### src/rtl/cgra_instr_loader.sv
// Loads the CGRA program image from HBM with one AXI-MM read burst and writes it into per-column imems.
// Latency: a beat accepted at cycle t writes lane k at cycle t+1+k; done pulses the cycle after the last write.
// Backpressure: rready drops while a phit is drained lane by lane. Build option: CGRA_LOADER_WFI_CHECK_EN (wfi check on last slot).
module cgra_instr_loader #(
    parameter int NUM_COLS      = 2,
    parameter int INSTR_PER_COL = 8,
    parameter int PHIT_W        = 512,
    parameter int INSTR_W       = 32,
    parameter int LANES         = 1,
    parameter int ADDR_W        = 64,
    // derived; leave at default
    parameter int IMEM_AW       = $clog2(INSTR_PER_COL)
) (
    input  logic                ap_clk,
    input  logic                ap_rst_n,
    input  logic                start,
    input  logic [ADDR_W-1:0]   base_addr,
    output logic                busy,
    output logic                done,
    output logic                err,
    output logic [ADDR_W-1:0]   m00_axi_araddr,
    output logic [7:0]          m00_axi_arlen,
    output logic                m00_axi_arvalid,
    input  logic                m00_axi_arready,
    input  logic [PHIT_W-1:0]   m00_axi_rdata,
    input  logic                m00_axi_rlast,
    input  logic                m00_axi_rvalid,
    output logic                m00_axi_rready,
    output logic [NUM_COLS-1:0] imem_we,
    output logic [IMEM_AW-1:0]  imem_waddr,
    output logic [INSTR_W-1:0]  imem_wdata
);

    localparam int BEATS = NUM_COLS * INSTR_PER_COL / LANES;
    localparam int BUF_W = LANES * INSTR_W;
    localparam int LW    = (LANES > 1) ? $clog2(LANES) : 1;
    localparam int CW    = (NUM_COLS > 1) ? $clog2(NUM_COLS) : 1;
    localparam int BW    = $clog2(BEATS + 1);
    localparam logic [LW-1:0]      LANE_LAST = LW'(LANES - 1);
    localparam logic [IMEM_AW-1:0] SLOT_LAST = IMEM_AW'(INSTR_PER_COL - 1);

    // The burst length field is 8 bits and every beat must carry whole lanes.
    if (BEATS > 256 || (NUM_COLS * INSTR_PER_COL) % LANES != 0 || LANES * INSTR_W > PHIT_W) begin : g_bad_cfg
        $error("cgra_instr_loader: illegal LANES/NUM_COLS/INSTR_PER_COL combination");
    end

    typedef enum logic [1:0] {S_IDLE, S_AR, S_RD, S_DRAIN} state_t;

    state_t              r_state;
    logic                r_busy;
    logic                r_done;
    logic                r_err;
    logic [ADDR_W-1:0]   r_araddr;
    logic [7:0]          r_arlen;
    logic                r_arvalid;
    logic                r_rready;
    logic [NUM_COLS-1:0] r_we;
    logic [IMEM_AW-1:0]  r_waddr;
    logic [INSTR_W-1:0]  r_wdata;
    logic [BUF_W-1:0]    r_buf;    // lanes not yet written, next lane in the LSBs
    logic [LW-1:0]       r_lane;   // lane currently on the write port
    logic [IMEM_AW-1:0]  r_slot;   // slot of the next instruction to write
    logic [CW-1:0]       r_col;    // column of the next instruction to write
    logic [BW-1:0]       r_beat;   // beats accepted so far

    logic                w_accept;
    logic                w_final_beat;
    logic                w_all_beats;
    logic [NUM_COLS-1:0] w_col_oh;
    logic [IMEM_AW-1:0]  w_slot_nxt;
    logic [CW-1:0]       w_col_nxt;
    logic [PHIT_W-1:0]   w_shift;
    logic                w_unused;

    // A beat is taken in RD, or on the last lane of DRAIN when the next one is already offered.
    assign w_accept     = m00_axi_rvalid && r_rready &&
                          ((r_state == S_RD) || (r_state == S_DRAIN && r_lane == LANE_LAST));
    assign w_final_beat = (r_beat == BW'(BEATS - 1));
    assign w_all_beats  = (r_beat == BW'(BEATS));
    assign w_col_oh     = NUM_COLS'(1) << r_col;
    assign w_slot_nxt   = (r_slot == SLOT_LAST) ? '0 : r_slot + IMEM_AW'(1);
    assign w_col_nxt    = (r_slot == SLOT_LAST) ? r_col + CW'(1) : r_col;
    assign w_shift      = m00_axi_rdata >> INSTR_W;
    // Phit bits above the used lanes are ignored by design.
    assign w_unused     = ^w_shift;

`ifdef CGRA_LOADER_WFI_CHECK_EN
    localparam logic [INSTR_W-1:0] WFI = INSTR_W'(32'h10500073);
`endif

    // Load FSM: address phase, beat accept, lane-by-lane drain; all outputs registered.
    always_ff @(posedge ap_clk or negedge ap_rst_n) begin
        if (!ap_rst_n) begin
            r_state   <= S_IDLE;
            r_busy    <= 1'b0;
            r_done    <= 1'b0;
            r_err     <= 1'b0;
            r_araddr  <= '0;
            r_arlen   <= '0;
            r_arvalid <= 1'b0;
            r_rready  <= 1'b0;
            r_we      <= '0;
            r_waddr   <= '0;
            r_wdata   <= '0;
            r_buf     <= '0;
            r_lane    <= '0;
            r_slot    <= '0;
            r_col     <= '0;
            r_beat    <= '0;
        end else begin
            r_we   <= '0;
            r_done <= 1'b0;
`ifdef CGRA_LOADER_WFI_CHECK_EN
            // The last slot of each column must hold wfi; flag it after the write lands.
            if (|r_we && r_waddr == SLOT_LAST && r_wdata != WFI) begin
                r_err <= 1'b1;
            end
`endif
            if (w_accept) begin
                if (m00_axi_rlast && !w_final_beat) begin
                    // Early rlast: burst is short, write nothing from it and abort.
                    r_err    <= 1'b1;
                    r_done   <= 1'b1;
                    r_rready <= 1'b0;
                    r_state  <= S_IDLE;
                end else begin
                    if (w_final_beat && !m00_axi_rlast) begin
                        r_err <= 1'b1;
                    end
                    r_we     <= w_col_oh;
                    r_waddr  <= r_slot;
                    r_wdata  <= m00_axi_rdata[INSTR_W-1:0];
                    r_buf    <= w_shift[BUF_W-1:0];
                    r_slot   <= w_slot_nxt;
                    r_col    <= w_col_nxt;
                    r_lane   <= '0;
                    r_beat   <= r_beat + BW'(1);
                    r_rready <= (LANES == 1) && !w_final_beat;
                    r_state  <= S_DRAIN;
                end
            end else begin
                case (r_state)
                    S_IDLE: begin
                        r_busy <= 1'b0;
                        if (start && !r_busy) begin
                            r_araddr  <= base_addr;
                            r_arlen   <= 8'(BEATS - 1);
                            r_arvalid <= 1'b1;
                            r_err     <= 1'b0;
                            r_busy    <= 1'b1;
                            r_slot    <= '0;
                            r_col     <= '0;
                            r_beat    <= '0;
                            r_lane    <= '0;
                            r_state   <= S_AR;
                        end
                    end
                    S_AR: begin
                        if (m00_axi_arready) begin
                            r_arvalid <= 1'b0;
                            r_rready  <= 1'b1;
                            r_state   <= S_RD;
                        end
                    end
                    S_RD: begin
                        r_rready <= 1'b1;
                    end
                    S_DRAIN: begin
                        if (r_lane != LANE_LAST) begin
                            r_we     <= w_col_oh;
                            r_waddr  <= r_slot;
                            r_wdata  <= r_buf[INSTR_W-1:0];
                            r_buf    <= r_buf >> INSTR_W;
                            r_slot   <= w_slot_nxt;
                            r_col    <= w_col_nxt;
                            r_lane   <= r_lane + LW'(1);
                            // open rready for the last lane so the next beat can follow directly
                            r_rready <= (r_lane + LW'(1) == LANE_LAST) && !w_all_beats;
                        end else if (w_all_beats) begin
                            r_done   <= 1'b1;
                            r_rready <= 1'b0;
                            r_state  <= S_IDLE;
                        end else begin
                            r_rready <= 1'b1;
                            r_state  <= S_RD;
                        end
                    end
                    default: r_state <= S_IDLE;
                endcase
            end
        end
    end

    assign busy            = r_busy;
    assign done            = r_done;
    assign err             = r_err;
    assign m00_axi_araddr  = r_araddr;
    assign m00_axi_arlen   = r_arlen;
    assign m00_axi_arvalid = r_arvalid;
    assign m00_axi_rready  = r_rready;
    assign imem_we         = r_we;
    assign imem_waddr      = r_waddr;
    assign imem_wdata      = r_wdata;

endmodule

### config.mk
export PLATFORM = sky130hd
export DESIGN_NAME = cgra_instr_loader
export DESIGN_NICKNAME = d
export VERILOG_FILES = /design/src/rtl/cgra_instr_loader.sv
export SDC_FILE = /design/constraint.sdc
export NUM_CORES = 1
export LEC_CHECK = 0
export BUFFER_PORTS_ARGS = -buffer_cell sky130_fd_sc_hd__buf_2
export CAP_MARGIN = 5
export CORE_AREA = 5 5 269 271
export DETAILED_ROUTE_END_ITERATION = 6
export DIE_AREA = 0 0 274 276
export HOLD_SLACK_MARGIN = 0.03
export PLACE_DENSITY = 0.34
export SLEW_MARGIN = 40
export SYNTH_ARGS = -nofsm -noshare
export SYNTH_HDL_FRONTEND = slang
export SYNTH_SLANG_ARGS = --single-unit
### constraint.sdc
create_clock -name ap_clk -period 1.9 [get_ports ap_clk]
set_input_delay 0.19 -clock ap_clk [delete_from_list [all_inputs] [get_ports ap_clk]]
set_output_delay 0.19 -clock ap_clk [all_outputs]
set_load 0.005 [all_outputs]
==> summary.md <==
| Metric | Value |
|---|---|
| Core Util, Final | `12.5%` |
| Most used routing layer | `met2` |
| Vias in the first global route | `4443` |
| Synth Area in Compound Gates | `3.02%` |
| Post-layout min period | `1.83 ns` |
| Commonest non-fill, non-tap cell in the layout | `buf_2` |
| MaxCap Viol Count | `0` |
| Switching Share | `35.6%` |
| Die X | `274 um` |
| Leak | `4.11 nW` |
| CTS tree | `done` |
| Reg power frac | `37.2%` |
| Register area | `0.00295 mm^2` |
| Num CTS Buffers | `17` |
| DP HPWL | `11.8 mm` |
| Setup TNS Final | `0 ns` |
| IO Pins | `696` |
| Mapped cell area | `0.00477 mm^2` |
| Fmax | `0.546 GHz` |
| Residual DRC count | `0` |
| Largest family of logic cells by synthesized area | `simple AND/OR/NAND/NOR gates` |
| Clk buf depth | `2` |
| Post-Synthesis Cells | `446` |
| Arrival @ worst endpoint | `2.17 ns` |
| Pwr dens | `1300 mW/mm^2` |
| Register bit count reported by yosys | `118` |
| Ant. Diodes | `0` |
| Drt wl/cell | `10.0 um` |
| Outcome | `finished clean` |
| Row cnt | `97` |
| Global Route met1 Usage | `5.48%` |
| Warnings, synthesis | `0` |
| Port Buffers | `211` |
| Area Overhead vs Synth | `82.4%` |
| Worst Setup Start Kind | `flop` |
| Clk Latency, worst-skew pair | `0.46 ns` |
| First-pass GRT wire length | `26.2 mm` |
| Multiplexer share of the synthesized area | `8.93%` |
| P_sw | `4.02 mW` |
| XOR/XNOR Fraction of Synth Area | `0.184%` |
| Core box area | `0.0695 mm^2` |
| Worst Path Max Fanout | `7` |
| Most frequent cells in the layout | `210 x buf_2, 197 x nand2_1, 118 x dfrtp_1` |
| Hold Fails Final Rpt | `0` |
| RePlAce Congestion | `0.671` |
| Reg clk slew, reported paths | `0.07 ns` |
| Drt pass-1 iters | `6` |
| Height of the die | `276 um` |
| Area fraction in and, or, nand and nor cells after synthesis | `19.7%` |
| Tot Pwr | `11.3 mW` |
| M3 GR Usage | `2.84%` |
| Worst path required time | `2.24 ns` |
| Routed wire length | `17.2 mm` |
| Area of the multi-input gates | `0.00165 mm^2` |
| Seq/Total Area, Yosys | `62.0%` |
| CTS sink count | `118` |
| Initial antenna violation count | `2` |
| Max-slew violations | `0` |
| Maximum VDD drop | `0.545 mV` |
| Initial core utilization | `6.85%` |
| Die Area | `0.0756 mm^2` |
| Via count | `4157` |
| GR Util All Layers | `4.69%` |
| Distinct cells, synth | `42` |
| Layout cells sized above 1 | `40.2%` |
| Post-DR vias/cell | `2.42` |
| DR iter-0 viols | `141` |
| H-tree depth | `4` |
| CP Capture Type | `flop` |
| Synth Area in Adders | `1.31%` |
| Worst clock skew | `0.0131 ns` |
| Final period util | `96.4%` |
| GR Overflow Total | `0` |
| Comb power frac | `33.7%` |
| Clock Tree Root | `clkbuf_16` |
| Fillers | `7941` |
| P_int | `7.25 mW` |
| Clock power share | `29.1%` |
| Hold crit path type | `input port to flop` |
| RSZ-0062 raised after global routing | `false` |
| GR Layer Usage met2 | `6.78%` |
| Synth Area per Inst | `10.7 um^2` |
| # setup viols final | `0` |
| Nets | `1353` |
| Largest net degree at the start of global routing | `59` |
| Routed Antenna Nets | `0` |
| CP Class | `flop to flop` |
[path summary, 6_finish.rpt]
path | from | end | slack, ns | cells after the start
max reg2reg | r_beat[1] | imem_wdata[12] | 0.07 | 7
max | r_beat[1] | imem_wdata[12] | 0.07 | 7
max in group asynchronous | ap_rst_n | m00_axi_araddr[39] | 1.10 | 3
min in group asynchronous | ap_rst_n | imem_wdata[26] | 0.19 | 2
min | m00_axi_rlast | m00_axi_rready | 0.10 | 3
min reg2reg | m00_axi_araddr[38] | m00_axi_araddr[38] | 0.47 | 2
[what timing repair did]
item                       in CTS  in global routing
pin swaps                       1                  0
hold buffers                   98                  0
buffers inserted                0                  1
setup endpoints to repair      13                 24
gates cloned                    1                  1
hold endpoints to repair      215                  0
resized for setup               2                  2
[metrics by stage]
| stage | instance area, um^2 | worst slack, ns | instances | hold slack [ns] |
|---|---|---|---|---|
| finish | 8690 | 0.0675 | 1719 | 0.102 |
| global route | 8690 | 0.00775 | 1719 | 0.0758 |
| floorplan | 4810 | 0.00475 | 449 | -0.106 |
| global placement | 7060 | 0.0310 | 1586 | 0.130 |
| detailed placement | 7060 | 0.00957 | 1586 | 0.134 |
| CTS | 8650 | 0.0118 | 1717 | 0.0441 |
[cell type report]
| class | instances | area share (%) |
|---|---|---|
| clock buffer | 17 | 4.89 |
| clock inverter | 15 | 1.68 |
| inverter | 5 | 0.216 |
| multi-input combinational | 294 | 19.0 |
| sequential | 118 | 34.0 |
| tap | 940 | 13.5 |
| timing repair buffer | 330 | 26.8 |
[per-layer routing]
metal	vias up	routed length, um
met4	2	353
met1	1924	7630
met5	-	13
li1	2063	-
met3	20	1870
met2	148	7340
[cells by family after synthesis]
| family | count (synthesis) |
|---|---|
| other cells | 1 |
| buf+inv | 37 |
| compound gates | 21 |
| simple gates | 225 |
| mux | 38 |
| fa+ha+maj | 5 |
| xor+xnor | 1 |
| flops | 118 |
[power groups by stage]
stage | logic (mW) | clock network (mW) | registers (mW)
after global routing | 4.29 | 3.57 | 4.36
after detailed placement | 3.72 | 0 | 4.23
after CTS | 3.91 | 3.50 | 4.21
after global placement | 3.71 | 0 | 4.21
after floorplan | 1.66 | 0 | 4.30
final | 3.80 | 3.28 | 4.19
[sequential cells by signal (all words and copies together), names as in the netlist, 2 cells and up]
name / flops
r_state: 2
imem_wdata: 32
imem_waddr: 3
r_slot: 3
m00_axi_araddr: 64
r_beat: 5
imem_we: 2
[worst max-delay path: stages (launching register included)]
cell and delay [ns]:
dfrtp_1 0.38, ha_2 0.19, and3_4 0.18, ha_4 0.17
nand2b_4 0.16, nand2_8 0.12, clkbuf_16 0.17, mux2_2 0.32
[synthesized netlist by cell type (all sizes together)]
cell    number  area, um^2
a21o         1        7.51
a21oi        2        10.0
a22oi        2        15.0
a31oi        2        12.5
and2         1        6.26
and2b        1        7.51
and3         3        18.8
buf         29         199
clkbuf       3        12.5
conb         1        3.75
dfrtp      118        2950
ha           5        62.6
inv          5        18.8
mux2        36         405
mux2i        2        20.0
nand2      198         746
nand2b       3        18.8
nand3        6        42.5
nand4b       1        8.76
nor2         3        13.8
nor3         1        5.00
nor3b        1        7.51
nor4b        2        23.8
o211ai       3        27.5
o21ai       10        61.3
o32a         1        10.0
or2          1        6.26
or3          1        6.26
or3b         2        17.5
or4b         1        10.0
xnor2        1        8.76
(Power assumes the default switching activity.)
